--- src/rtl/lstm_fx_pkg.sv ---
// Shared Q4.12 fixed-point constants and the pre-activation accumulator FSM encoding.
package lstm_fx_pkg;

  localparam int DATA_WIDTH = 16;
  localparam int FRAC_BITS  = 12;

  localparam logic [DATA_WIDTH-1:0] Q412_MAX = 16'h7FFF;
  localparam logic [DATA_WIDTH-1:0] Q412_MIN = 16'h8000;

  typedef enum logic [2:0] {
    IDLE,
    ACCUM,
    DRAIN,
    ROUND,
    OUT
  } state_e;

endpackage

--- src/rtl/fx_round_sat.sv ---
// Narrows a wide signed fixed-point accumulator to Q4.12: round-half-up, arithmetic shift, clamp.
module fx_round_sat
  import lstm_fx_pkg::*;
#(
  parameter int ACC_WIDTH  = 40,
  parameter int OUT_WIDTH  = 16,
  parameter int SHIFT_BITS = 12
) (
  input  logic [ACC_WIDTH-1:0] i_acc,
  output logic [OUT_WIDTH-1:0] o_data,
  output logic                 o_sat
);

  localparam logic signed [ACC_WIDTH-1:0] HALF =
    {{(ACC_WIDTH-SHIFT_BITS){1'b0}}, 1'b1, {(SHIFT_BITS-1){1'b0}}};
  localparam logic signed [ACC_WIDTH-1:0] SAT_MAX =
    {{(ACC_WIDTH-OUT_WIDTH+1){1'b0}}, {(OUT_WIDTH-1){1'b1}}};
  localparam logic signed [ACC_WIDTH-1:0] SAT_MIN =
    {{(ACC_WIDTH-OUT_WIDTH+1){1'b1}}, {(OUT_WIDTH-1){1'b0}}};

  logic signed [ACC_WIDTH-1:0] w_rnd;
  logic signed [ACC_WIDTH-1:0] w_shr;

  // Adding half an LSB before the arithmetic shift gives ties toward +inf.
  assign w_rnd = $signed(i_acc) + HALF;
  assign w_shr = w_rnd >>> SHIFT_BITS;

  always_comb begin
    o_sat  = 1'b0;
    o_data = w_shr[OUT_WIDTH-1:0];
    if (w_shr > SAT_MAX) begin
      o_sat  = 1'b1;
      o_data = {1'b0, {(OUT_WIDTH-1){1'b1}}};
    end else if (w_shr < SAT_MIN) begin
      o_sat  = 1'b1;
      o_data = {1'b1, {(OUT_WIDTH-1){1'b0}}};
    end
  end

endmodule

--- src/rtl/gate_preact_accum.sv ---
// LSTM gate pre-activation: MAC over VEC_LEN (w,x) beats plus bias, rounded and saturated to Q4.12.
module gate_preact_accum #(
  parameter int DATA_WIDTH = 16,
  parameter int FRAC_BITS  = 12,
  parameter int VEC_LEN    = 16,
  parameter int ACC_WIDTH  = 40
) (
  input  logic                  clk,
  input  logic                  resetn,
  input  logic                  flush,
  input  logic                  in_valid,
  output logic                  in_ready,
  input  logic [DATA_WIDTH-1:0] in_w,
  input  logic [DATA_WIDTH-1:0] in_x,
  input  logic [DATA_WIDTH-1:0] in_bias,
  output logic                  out_valid,
  input  logic                  out_ready,
  output logic [DATA_WIDTH-1:0] out_data,
  output logic                  out_sat
);
  import lstm_fx_pkg::*;

  localparam int PROD_W = 2 * DATA_WIDTH;
  localparam int CNT_W  = $clog2(VEC_LEN + 1);
  localparam logic [CNT_W-1:0] CNT_LAST = CNT_W'(VEC_LEN);

  state_e                     r_state;
  logic [CNT_W-1:0]           r_count;
  logic signed [PROD_W-1:0]   r_prod;
  logic signed [ACC_WIDTH-1:0] r_acc;
  logic                       r_in_ready;
  logic                       r_out_valid;
  logic [DATA_WIDTH-1:0]      r_out_data;
  logic                       r_out_sat;

  logic signed [PROD_W-1:0]    w_w_ext;
  logic signed [PROD_W-1:0]    w_x_ext;
  logic signed [PROD_W-1:0]    w_prod;
  logic signed [ACC_WIDTH-1:0] w_prod_ext;
  logic signed [ACC_WIDTH-1:0] w_bias_ext;
  logic [CNT_W-1:0]            w_cnt_nxt;
  logic                        w_beat;
  logic [DATA_WIDTH-1:0]       w_rs_data;
  logic                        w_rs_sat;

  // Operands widened first so the product is exact in PROD_W bits.
  assign w_w_ext    = {{DATA_WIDTH{in_w[DATA_WIDTH-1]}}, in_w};
  assign w_x_ext    = {{DATA_WIDTH{in_x[DATA_WIDTH-1]}}, in_x};
  assign w_prod     = w_w_ext * w_x_ext;
  assign w_prod_ext = {{(ACC_WIDTH-PROD_W){r_prod[PROD_W-1]}}, r_prod};
  assign w_bias_ext = {{(ACC_WIDTH-DATA_WIDTH-FRAC_BITS){in_bias[DATA_WIDTH-1]}},
                       in_bias, {FRAC_BITS{1'b0}}};
  assign w_cnt_nxt  = r_count + CNT_W'(1);
  assign w_beat     = in_valid && r_in_ready;

  fx_round_sat #(
    .ACC_WIDTH (ACC_WIDTH),
    .OUT_WIDTH (DATA_WIDTH),
    .SHIFT_BITS(FRAC_BITS)
  ) u_round_sat (
    .i_acc (r_acc),
    .o_data(w_rs_data),
    .o_sat (w_rs_sat)
  );

  always_ff @(posedge clk or negedge resetn) begin
    if (!resetn) begin
      r_state     <= IDLE;
      r_count     <= '0;
      r_prod      <= '0;
      r_acc       <= '0;
      r_in_ready  <= 1'b0;
      r_out_valid <= 1'b0;
      r_out_data  <= '0;
      r_out_sat   <= 1'b0;
    end else if (flush) begin
      r_state     <= IDLE;
      r_count     <= '0;
      r_prod      <= '0;
      r_acc       <= '0;
      r_in_ready  <= 1'b1;
      r_out_valid <= 1'b0;
    end else begin
      case (r_state)
        IDLE: begin
          if (!r_in_ready) begin
            r_in_ready <= 1'b1;
          end else if (w_beat) begin
            r_acc   <= w_bias_ext;
            r_prod  <= w_prod;
            r_count <= CNT_W'(1);
            if (CNT_W'(1) == CNT_LAST) begin
              r_in_ready <= 1'b0;
              r_state    <= DRAIN;
            end else begin
              r_state <= ACCUM;
            end
          end
        end
        ACCUM: begin
          if (w_beat) begin
            r_acc   <= r_acc + w_prod_ext;
            r_prod  <= w_prod;
            r_count <= w_cnt_nxt;
            if (w_cnt_nxt == CNT_LAST) begin
              r_in_ready <= 1'b0;
              r_state    <= DRAIN;
            end
          end
        end
        DRAIN: begin
          r_acc   <= r_acc + w_prod_ext;
          r_state <= ROUND;
        end
        ROUND: begin
          r_out_data  <= w_rs_data;
          r_out_sat   <= w_rs_sat;
          r_out_valid <= 1'b1;
          r_state     <= OUT;
        end
        OUT: begin
          if (out_ready) begin
            r_out_valid <= 1'b0;
            r_in_ready  <= 1'b1;
            r_state     <= IDLE;
          end
        end
        default: begin
          r_state    <= IDLE;
          r_in_ready <= 1'b1;
        end
      endcase
    end
  end

  assign in_ready  = r_in_ready;
  assign out_valid = r_out_valid;
  assign out_data  = r_out_data;
  assign out_sat   = r_out_sat;

endmodule

--- config.mk ---
export PLATFORM = sky130hd
export DESIGN_NAME = gate_preact_accum
export DESIGN_NICKNAME = d
export VERILOG_FILES = /design/src/rtl/lstm_fx_pkg.sv /design/src/rtl/fx_round_sat.sv /design/src/rtl/gate_preact_accum.sv
export SDC_FILE = /design/constraint.sdc
export NUM_CORES = 1
export LEC_CHECK = 0
export CAP_MARGIN = 20
export CORE_ASPECT_RATIO = 1.5
export CORE_MARGIN = 2
export CORE_UTILIZATION = 30
export DETAILED_ROUTE_END_ITERATION = 8
export PLACE_DENSITY = 0.51
export SLEW_MARGIN = 20
export SYNTH_ARGS = -nofsm -noshare
export SYNTH_HDL_FRONTEND = slang
export SYNTH_SLANG_ARGS = --single-unit
--- constraint.sdc ---
create_clock -name clk -period 3.4 [get_ports clk]
set_input_delay 0.85 -clock clk [delete_from_list [all_inputs] [get_ports clk]]
set_output_delay 0.85 -clock clk [all_outputs]
set_load 0.005 [all_outputs]
# == Word-level counts from Yosys, hierarchy flattened ==
# Index checks and enable logic that the tools add are counted.
# classes
mux,33
bitwise_logic,1
n_addsub,3
n_mul,1
n_eq_ne,11
order_cmp,2
reduce_logical,13
# ops
op,count
$mux W40,4
$pmux W40 S3,1
$mux W32,3
$pmux W32 S2,1
$add A40 B13 Y40 const B,1
$add A40 B32 Y40,1
$mul A16 B16 Y32,1
$mux W16,2
$gt A28 B16 Y1 const B,1
$lt A28 B16 Y1 const B,1
$mux W5,4
$mux W3,6
$ne A3 B3 Y1 const B,5
$pmux W3 S5,1
$reduce_and A4 Y1,3
$pmux W5 S2,1
$mux W1,8
$eq A3 B2 Y1 const B,2
$reduce_and A2 Y1,3
$reduce_bool A3 Y1,2
$add A5 B1 Y5 const B,1
$eq A5 B5 Y1 const B,1
$reduce_and A5 Y1,1
$reduce_bool A4 Y1,1
other kinds (9),9
# word_totals
output_inout_bits,19
regBits,99
word_cells,72

# == Logic depth before layout (Yosys ltp) ==
# Gate-level depths: netlist of the first run.
# depth
word_depth,6
ltp_mapped,25

# == By module ==
# A second synthesis of the first run with hierarchy kept.
# unflattened
cells_unflattened,1960
hier_area_um2,17132.7
# by_module_without_submodules
mod,seq_area_each_um2,area_per_inst_um2,cells_each,n_inst
gate_preact_accum,2477.4,16012.9,1797,1
fx_round_sat,0.0,1119.8,163,1

# == Worst setup path after synthesis of the first run ==
# Ideal clock, no wire load.
# synth_path
path_kind,input -> register
start,in in_w[15]
end,reg r_prod[31]
path_slack_ns,-3.680
t_arrival_ns,6.944
cell_stages,22
path_buffers,1
setup_ns,0.136
cell_sequence,clkbuf_1 -> nand2_1 -> fa_1 -> inv_1 -> fa_1 -> fa_1 -> fa_1 -> fa_1 -> inv_1 -> fa_1 -> inv_1 -> ha_1 -> a21o_1 -> a21o_1 -> a21o_1 -> a21oi_1 -> o21ai_0 -> a41o_1 -> or3_1 -> a31oi_1 -> mux2i_1 -> a21oi_1
# synth_via
elab_chain_len,5
# synth_lines
element,line,source
from (decl),gate_preact_accum.sv:13,"input logic [DATA_WIDTH-1:0] in_w,"
$mul A16 B16 Y32 (*),gate_preact_accum.sv:49,assign w_prod = w_w_ext * w_x_ext;
$mux W32 (*),"gate_preact_accum.sv:88, gate_preact_accum.sv:101",
$mux W32,gate_preact_accum.sv:86,if (!r_in_ready) begin
$pmux W32 S2 (*),gate_preact_accum.sv:84,case (r_state)
$mux W32 (*),gate_preact_accum.sv:76,end else if (flush) begin
to (signal assigned),gate_preact_accum.sv:90,r_prod <= w_prod;
to (signal assigned),gate_preact_accum.sv:103,r_prod <= w_prod;
to (decl),gate_preact_accum.sv:29,logic signed [PROD_W-1:0] r_prod;
# Mark *: on every way between the ends. The rest lies on a longest branch, timed or not. The select of a mux whose other input is x is not followed.
# A chain may end at the register's enable or synchronous reset.

# == Worst setup path in the final report of the first run ==
# layout_path
start,in in_w[9]
end,reg r_prod[31]
# The elaborated chain is that of the path after synthesis.

==> flow_summary.ini, run 1 <==
[worst_setup_path]
worstSetupPathType = primary input to flip-flop
worstPathRequired_ns = 3.62
end_kind = flip-flop
reg2regPathDepth = 13
reg2reg_slack_ns = 0.24
start_kind = primary input
path_buf_inv = 6
crit_top_cell = fa_1
cpPeakStageDelay_ns = 0.54
arrival_ns = 6.55
critical_path.top_delay_family = adder cells
reg2reg_from = r_prod[0]
slowest_stage = fa_2
path_depth = 24
path_cells = buf_4 -> buf_12 -> and2_4 -> fa_1 -> inv_2 -> fa_1 -> fa_2 -> inv_1 -> fa_1 -> fa_1 -> inv_1 -> fa_1 -> inv_2 -> ha_4 -> a21o_1 -> a21oi_4 -> o221ai_2 -> a21oi_2 -> o31ai_4 -> a41o_1 -> or3_4 -> a31oi_4 -> mux2i_1 -> a21oi_1
reg2reg_to = r_acc[38]
cp_max_fo = 5

[timing]
finalCritPeriodShare_pct = 186.2
min_period_ns = 6.330
layout_setup_ws_ns = -2.930
rsz0062_at_grt = yes
setup_viol = 27
setup_tns_ns = -59.86
slew_violations = 0
final.setup_skew_ns = 0.005910
worstMarginPinSlew_ns = 0.8127
fmax_mhz = 158.0
hold_viol = 0
slew_headroom_pct = 45.82

[placed_design]
dp.cells = 2802
place_hpwl_um = 36890
place.gp.congestion = 0.8703
port_buffers = 71

[cells_and_area]
instances_no_fill = 2915
layout_commonest_cell = inv_1
antenna_cells = 0
final_cell_mix = inv_1 (288), nand2_1 (235), fa_1 (229)
nets = 2647
final_layout_size_suffix_gt1_share_pct = 27.65
syn2layout_area_growth_pct = 33.19

[drt]
route.vias.total = 13940
avgRoutedWirePerCell_um = 16.24
post_drt_via_cell_ratio = 4.783
drt-total-wl_um = 47350
drtPass1Iterations = 4
drc_errors = 0
postRouteAntennaNets = 0
drtIter0Drc = 460

[global_routing]
antenna_found_initial = 0
top_usage_layer = met2
met3_usage_pct = 1.158
grt_pass1_wl_um = 78930
grt_util_met2_pct = 33.18
grt_max_degree = 57
track_usage_pct = 17.07
grt_use_met1_pct = 19.25
grt-ovfl-total = 0
grt_pass1_vias = 15260

[yosys]
synth_edf_count = 0
synthesis.nets = 2352
syn_area_per_cell_um2 = 8.796
synth_top_area_share_pct = 31.29
yosys_warnings = 0
ys_seq_area_share_pct = 14.72
async_flop_share_pct = 100.0
ys_top_cells_by_area = fa_1 (31%), dfrtp_1 (15%), ha_1 (9.1%), inv_1 (7.6%), nand2_1 (5.6%)
synth_area_mm2 = 0.01683
ys.flop_type = dfrtp_1
synth-seq-cells = 99
ys_types = 73
yosysTopAreaCell = fa_1
syn_inst = 1913

[clock_network]
numCtsBuffers = 9
cts_sinks = 99
htree_levels = 3
cts-root-buf = clkbuf_16
clock_latency_ns = 0.36
cts_tree = done
holdBufCountCts = 0
clkTransAtPathRegs_ns = 0.07
cts_buffer_depth = 2

[outcome]
failed_checks = setup timing
status = finished with violations

[floorplanning]
die-area_mm2 = 0.05804
die_h_um = 294.1
core_area_mm2 = 0.05557
io_pins = 72
rows = 106
die_w_um = 197.4
initial_core_util_pct = 30.28

[flow_run]
maxCapViolCount = 0

[hold_path]
min_path_type = primary input to asynchronous set/reset pin
worst max path at each step:
stage	end	from
after floorplan	r_prod[31]	in_x[4]
after global placement	r_prod[31]	in_x[6]
after detailed placement	r_prod[31]	in_x[6]
after CTS	r_prod[31]	in_w[15]
after global routing	r_prod[26]	in_w[5]
final	r_prod[31]	in_w[9]
synth_stat cells, types with 34 or more instances:
cell type	instances
a21o_1	36
a21oi_1	94
and2_1	132
clkbuf_1	71
dfrtp_1	99
fa_1	263
ha_1	123
inv_1	339
nand2_1	251
nand3_1	34
nor2_1	78
o21ai_0	47
xnor2_1	54
worst reg2reg max path, cell delays in order (launching register included):
cell,delay (ns)
dfrtp_1,0.39
ha_1,0.24
fa_1,0.42
a211oi_2,0.25
o21ai_1,0.16
a211oi_2,0.20
buf_4,0.15
a211oi_1,0.09
nand3b_4,0.21
o31ai_4,0.24
o21ai_2,0.13
a221oi_2,0.28
mux2i_1,0.22
nand2_1,0.06
sequential cells by signal (all words and copies together), names as in the netlist:
register	count
in_ready	1
out_data	16
out_sat	1
out_valid	1
r_acc	40
r_count	5
r_prod	32
r_state	3
per-layer routing:
layer | part of all wire, % | wire [um]
met1 | 40 | 18800
met2 | 55 | 26070
met3 | 1.9 | 900
met4 | 3.3 | 1583
met5 | 0 | 0
metrics by stage:
stage | setup slack (ns) | hold slack (ns) | instance area, um2 | utilization [%]
after floorplan | -3.065 | 0.4617 | 17470 | -
after global placement | -3.941 | 0.4851 | 20220 | 36.38
after detailed placement | -4.025 | 0.4873 | 20220 | 36.38
after CTS | -3.042 | 0.5067 | 22110 | 39.78
after global routing | -3.139 | 0.5307 | 22410 | 40.33
final | -2.930 | 0.4954 | 22410 | 40.33
cell families (layout without fill, tap and decap cells):
logic type      Yosys count  after routing  synth area share, %
buf+inv                 418            718                9.429
compound gates          324            324                13.41
xor+xnor                 87             87                4.529
mux                       4              4               0.2380
fa+ha+maj               386            386                40.44
simple gates            595            595                17.24
flops                    99             99                14.72
layout make-up:
| class | count | area, um2 |
|---|---|---|
| clock inverter | 3 | 21.27 |
| fill | 5485 | 33160 |
| tap | 702 | 878.3 |
| sequential | 99 | 2477 |
| multi-input combinational | 1396 | 13890 |
| timing repair buffer | 363 | 3596 |
| clock buffer | 13 | 270.3 |
| inverter | 339 | 1277 |
repair_timing:
action,4_1_cts,5_1_grt
setup endpoints to repair,28,40
pin swaps,191,55
resized for setup,357,84
cloned,11,0
buffers inserted,78,17
Power of run 1 is not shown: default switching activity piles up to over one toggle a cycle in this logic, so the estimate is an artifact.
==> inputs of run 2 (changes only) <==
clock period = 5.9 ns   (was 3.4 ns; I/O delays follow)
==> run 2 against run 1 <==
The flow still finishes with violations (setup timing). Flip-flop and latch count did not move. Critical path depth did not move. Clock skew rose by 0.0093 ns. Cell count fell by 1.2%. Register-to-register slack improved by 2.0 ns. Via count barely moved. Critical endpoint unchanged. Utilization fell by 1.2 points. Global-route usage rose by 0.079 points. Non-clock buffer count fell by 36.
==> flow_summary.ini, run 2 (same netlist as run 1, synthesis figures left out) <==
[worst_setup_path]
worstSetupPathType = primary input to flip-flop
end_kind = flip-flop
start_kind = primary input
worstPathRequired_ns = 6.12
arrival_ns = 7.17
cp_max_fo = 5

[floorplanning]
die_w_um = 197.4
core_area_mm2 = 0.05557
die_h_um = 294.1
rows = 106
io_pins = 72
die-area_mm2 = 0.05804
initial_core_util_pct = 30.28

[placed_design]
post-place-ws_ns = -2.078
port_buffers = 71
place_hpwl_um = 38610
dpl_cell_area_mm2 = 0.01982
place.gp.congestion = 0.8575

[timing]
fmax_mhz = 144.0
min_period_ns = 6.945
slew_violations = 0
layout_setup_ws_ns = -1.045
hold_viol = 0
final.setup_skew_ns = 0.01522
rsz0062_at_grt = yes
slew_headroom_pct = 37.23
setup_tns_ns = -12.94
worstMarginPinSlew_ns = 0.9382
setup_viol = 20
finalCritPeriodShare_pct = 117.7

[cells_and_area]
layout_commonest_cell = inv_1
final_layout_size_suffix_gt1_share_pct = 24.71
fillers = 5542
antenna_cells = 0
largest_reg_flops = 40
nets = 2611
final_area_mm2 = 0.02174
top_register = r_acc
syn2layout_area_growth_pct = 29.18
final_cell_mix = inv_1 (294), fa_1 (234), nand2_1 (225)

[global_routing]
grt_pass1_wl_um = 79650
grt-ovfl-total = 0
track_usage_pct = 17.15
antenna_found_initial = 0
grt_max_degree = 57
grt_pass1_vias = 15630

[flow_run]
maxCapViolCount = 0

[drt]
postRouteAntennaNets = 0
drc_errors = 0
post_drt_via_cell_ratio = 4.842
drtIter0Drc = 466
drtPass1Iterations = 5
avgRoutedWirePerCell_um = 16.62
route.vias.total = 13940
drt-total-wl_um = 47850

[hold_path]
min_path_type = flip-flop to flip-flop

[clock_network]
numCtsBuffers = 9
htree_levels = 3
cts_tree = done
cts_sinks = 99
clkTransAtPathRegs_ns = 0.09
holdBufCountCts = 0
clock_latency_ns = 0.38
cts-root-buf = clkbuf_16
cts_buffer_depth = 2

[outcome]
failed_checks = setup timing
status = finished with violations
==> run 2: cell count changes in the layout (fill, tap and decap cells not counted), sizes merged <==
cell | before | now
bufbuf | 1 | 0
clkinvlp | 1 | 0
clkbuf | 16 | 12
clkinv | 2 | 3
buf | 320 | 285
inv | 339 | 343
==> run 2: layout make-up <==
cell class | count | area (um2) | area share [%]
clock buffers | 9 | 225.2 | 1.036
clock inverters | 7 | 88.84 | 0.4087
inverters | 339 | 1277 | 5.877
multi-input cells | 1396 | 13640 | 62.76
flip-flops and latches | 99 | 2477 | 11.40
well taps | 702 | 878.3 | 4.041
repair buffers | 327 | 3148 | 14.48
==> run 2: worst paths after layout <==
check / endpoint / slack [ns] / depth (start not counted) / startpoint
worst min register to register: out_data[11] / 0.51 / 2 / out_data[11]
worst min-delay path: out_data[11] / 0.51 / 2 / out_data[11]
worst max register to register: r_acc[38] / 2.20 / 12 / r_prod[0]
worst max-delay path: r_prod[31] / -1.04 / 24 / in_x[4]
max in group asynchronous: r_acc[33] / 3.63 / 2 / resetn
min in group asynchronous: r_prod[1] / 1.17 / 1 / resetn
==> run 2: worst max-delay path: stages <==
cell      delay, ns
buf_12         0.10
buf_12         0.13
and2_4         0.16
fa_1           0.51
inv_2          0.04
fa_1           0.47
fa_1           0.51
inv_2          0.05
fa_1           0.51
fa_1           0.56
inv_2          0.04
fa_1           0.52
inv_2          0.05
ha_4           0.21
a21o_1         0.18
a21oi_2        0.16
o221ai_2       0.11
a21oi_2        0.18
o31ai_4        0.11
a41o_1         0.24
or3_4          0.36
a31oi_4        0.19
mux2i_1        0.21
a21oi_1        0.08
==> run 2: stage by stage <==
step,hold slack (ns),cells,utilization [%]
floorplan,0.4617,1913,-
global placement,0.4852,2784,35.66
detailed placement,0.4897,2784,35.66
CTS,0.5119,2873,38.73
global route,0.5343,2879,39.11
finish,0.5115,2879,39.11
==> run 2: metal layers <==
metal  GRT usage, %  share of wire [%]  up-vias
li1               -                  -     6630
met1          18.64                 39     6966
met2          33.61                 55      245
met3          1.364                2.2      100
met4          7.152                4.0        0
met5              0                  0        -
==> run 2: what timing repair did <==
action,4_1_cts,5_1_grt
setup buffers,71,11
pin swaps,199,45
setup endpoints to repair,25,21
cloned,3,0
resized for setup,341,58
Power of run 2 is left out for the same reason.
==> inputs of run 3 (changes only) <==
CORE_ASPECT_RATIO = 1.2   (was 1.5)
==> run 3 against run 2 <==
The run still ends with setup timing left. Design area increased by 1.2%. Register-to-register slack improved by 0.19 ns. Clock skew decreased by 0.0062 ns. Largest cell class unchanged.
==> flow_summary.ini, run 3 (same netlist as run 1, synthesis figures left out) <==
[clock_network]
clock_latency_ns = 0.35
holdBufCountCts = 0
clkTransAtPathRegs_ns = 0.07
cts_sinks = 99
htree_levels = 3
cts_buffer_depth = 2
numCtsBuffers = 9
cts-root-buf = clkbuf_16
cts_tree = done

[timing]
setup_tns_ns = -12.37
worstMarginPinSlew_ns = 0.9970
rsz0062_at_grt = yes
min_period_ns = 7.017
slew_headroom_pct = 33.29
setup_viol = 20
layout_setup_ws_ns = -1.117
slew_violations = 0
fmax_mhz = 142.5
final.setup_skew_ns = 0.009022
finalCritPeriodShare_pct = 118.9
hold_viol = 0

[worst_setup_path]
path_buf_inv = 7
worstPathRequired_ns = 6.11
arrival_ns = 7.23
critical_path.top_delay_family = adder cells
start_kind = primary input
cp_max_fo = 3
end_kind = flip-flop
slowest_stage = fa_2
worstSetupPathType = primary input to flip-flop
cpPeakStageDelay_ns = 0.64

[cells_and_area]
nets = 2624
final_cell_mix = inv_1 (285), fa_1 (229), nand2_1 (219)
fillers = 5556
top_register = r_acc
layout_commonest_cell = inv_1
largest_reg_flops = 40
antenna_cells = 0
syn2layout_area_growth_pct = 30.72
final_layout_size_suffix_gt1_share_pct = 26.03

[drt]
postRouteAntennaNets = 0
drt-total-wl_um = 45130
route.vias.total = 13560
drc_errors = 0
drtPass1Iterations = 5
post_drt_via_cell_ratio = 4.649
drtIter0Drc = 629
avgRoutedWirePerCell_um = 15.47

[placed_design]
place.gp.congestion = 0.8540
place_hpwl_um = 35440
port_buffers = 71

[hold_path]
min_path_type = flip-flop to flip-flop

[floorplanning]
die_h_um = 263.4
die-area_mm2 = 0.05800
core_area_mm2 = 0.05575
die_w_um = 220.2
initial_core_util_pct = 30.18
rows = 95
io_pins = 72

[global_routing]
met3_usage_pct = 0.7279
track_usage_pct = 16.07
grt_util_met2_pct = 28.87
top_usage_layer = met2
grt-ovfl-total = 0
grt_pass1_wl_um = 75590
grt_max_degree = 54
antenna_found_initial = 0
grt_pass1_vias = 14690
grt_use_met1_pct = 20.82

[outcome]
failed_checks = setup timing
status = finished with violations

[flow_run]
maxCapViolCount = 0
==> run 3: cell count changes in the layout (fill, tap and decap cells not counted), moves of 5 or more <==
cell / change
buf_4: +20
buf_6: -15
inv_2: +10
inv_1: -9
nand2_2: +7
buf_8: +6
nand2_1: -6
buf_2: -5
fa_1: -5
fa_2: +5
==> run 3: tightest hold or removal path, delay by kind of cell (launching register included) <==
family             cells  cell delay (ns)
and+or+nand+nor        1             0.06
AOI/OAI and AO/OA      1             0.05
DFF                    1             0.35
==> run 3: area by class of cell <==
class | count | area [um2] | share of cell area, %
multi-input combinational | 1396 | 13670 | 62.14
clock buffer | 10 | 239.0 | 1.087
clock inverter | 6 | 63.81 | 0.2901
inverter | 339 | 1275 | 5.797
tap | 727 | 909.6 | 4.136
sequential | 99 | 2477 | 11.26
timing repair buffer | 340 | 3362 | 15.29
==> run 3: path summary, 6_finish.rpt <==
check | startpoint | end | slack (ns) | cells past startpoint
worst max-delay path | in_x[7] | r_prod[31] | -1.12 | 25
worst min-delay path | out_data[14] | out_data[14] | 0.50 | 2
max in group asynchronous | resetn | r_prod[27] | 3.66 | 2
min in group asynchronous | resetn | in_ready | 1.16 | 1
worst min register to register | out_data[14] | out_data[14] | 0.50 | 2
worst max register to register | r_prod[7] | r_acc[38] | 2.39 | 11
==> run 3: metal layers <==
| metal | wire [um] | vias up |
|---|---|---|
| li1 | - | 6662 |
| met1 | 20070 | 6626 |
| met2 | 22990 | 215 |
| met3 | 881 | 59 |
| met4 | 1191 | 0 |
| met5 | 0 | - |
==> run 3: metrics by stage <==
step	cells	cell area, um2	worst slack, ns	hold WS, ns	utilization (%)
after floorplan	1913	17270	-1.190	0.4617	-
after CTS	2912	21760	-1.214	0.5029	39.04
after global routing	2917	21990	-1.251	0.5335	39.45
final	2917	21990	-1.117	0.4967	39.45
after detailed placement	2809	19870	-1.971	0.4868	35.64
after global placement	2809	19870	-1.909	0.4809	35.64
==> run 3: timing repair <==
item,CTS,global route
endpoints found under the setup margin,25,23
cloned,13,1
pin swaps,172,109
resized for setup,319,115
setup buffers,76,19
Power of run 3 is left out for the same reason.
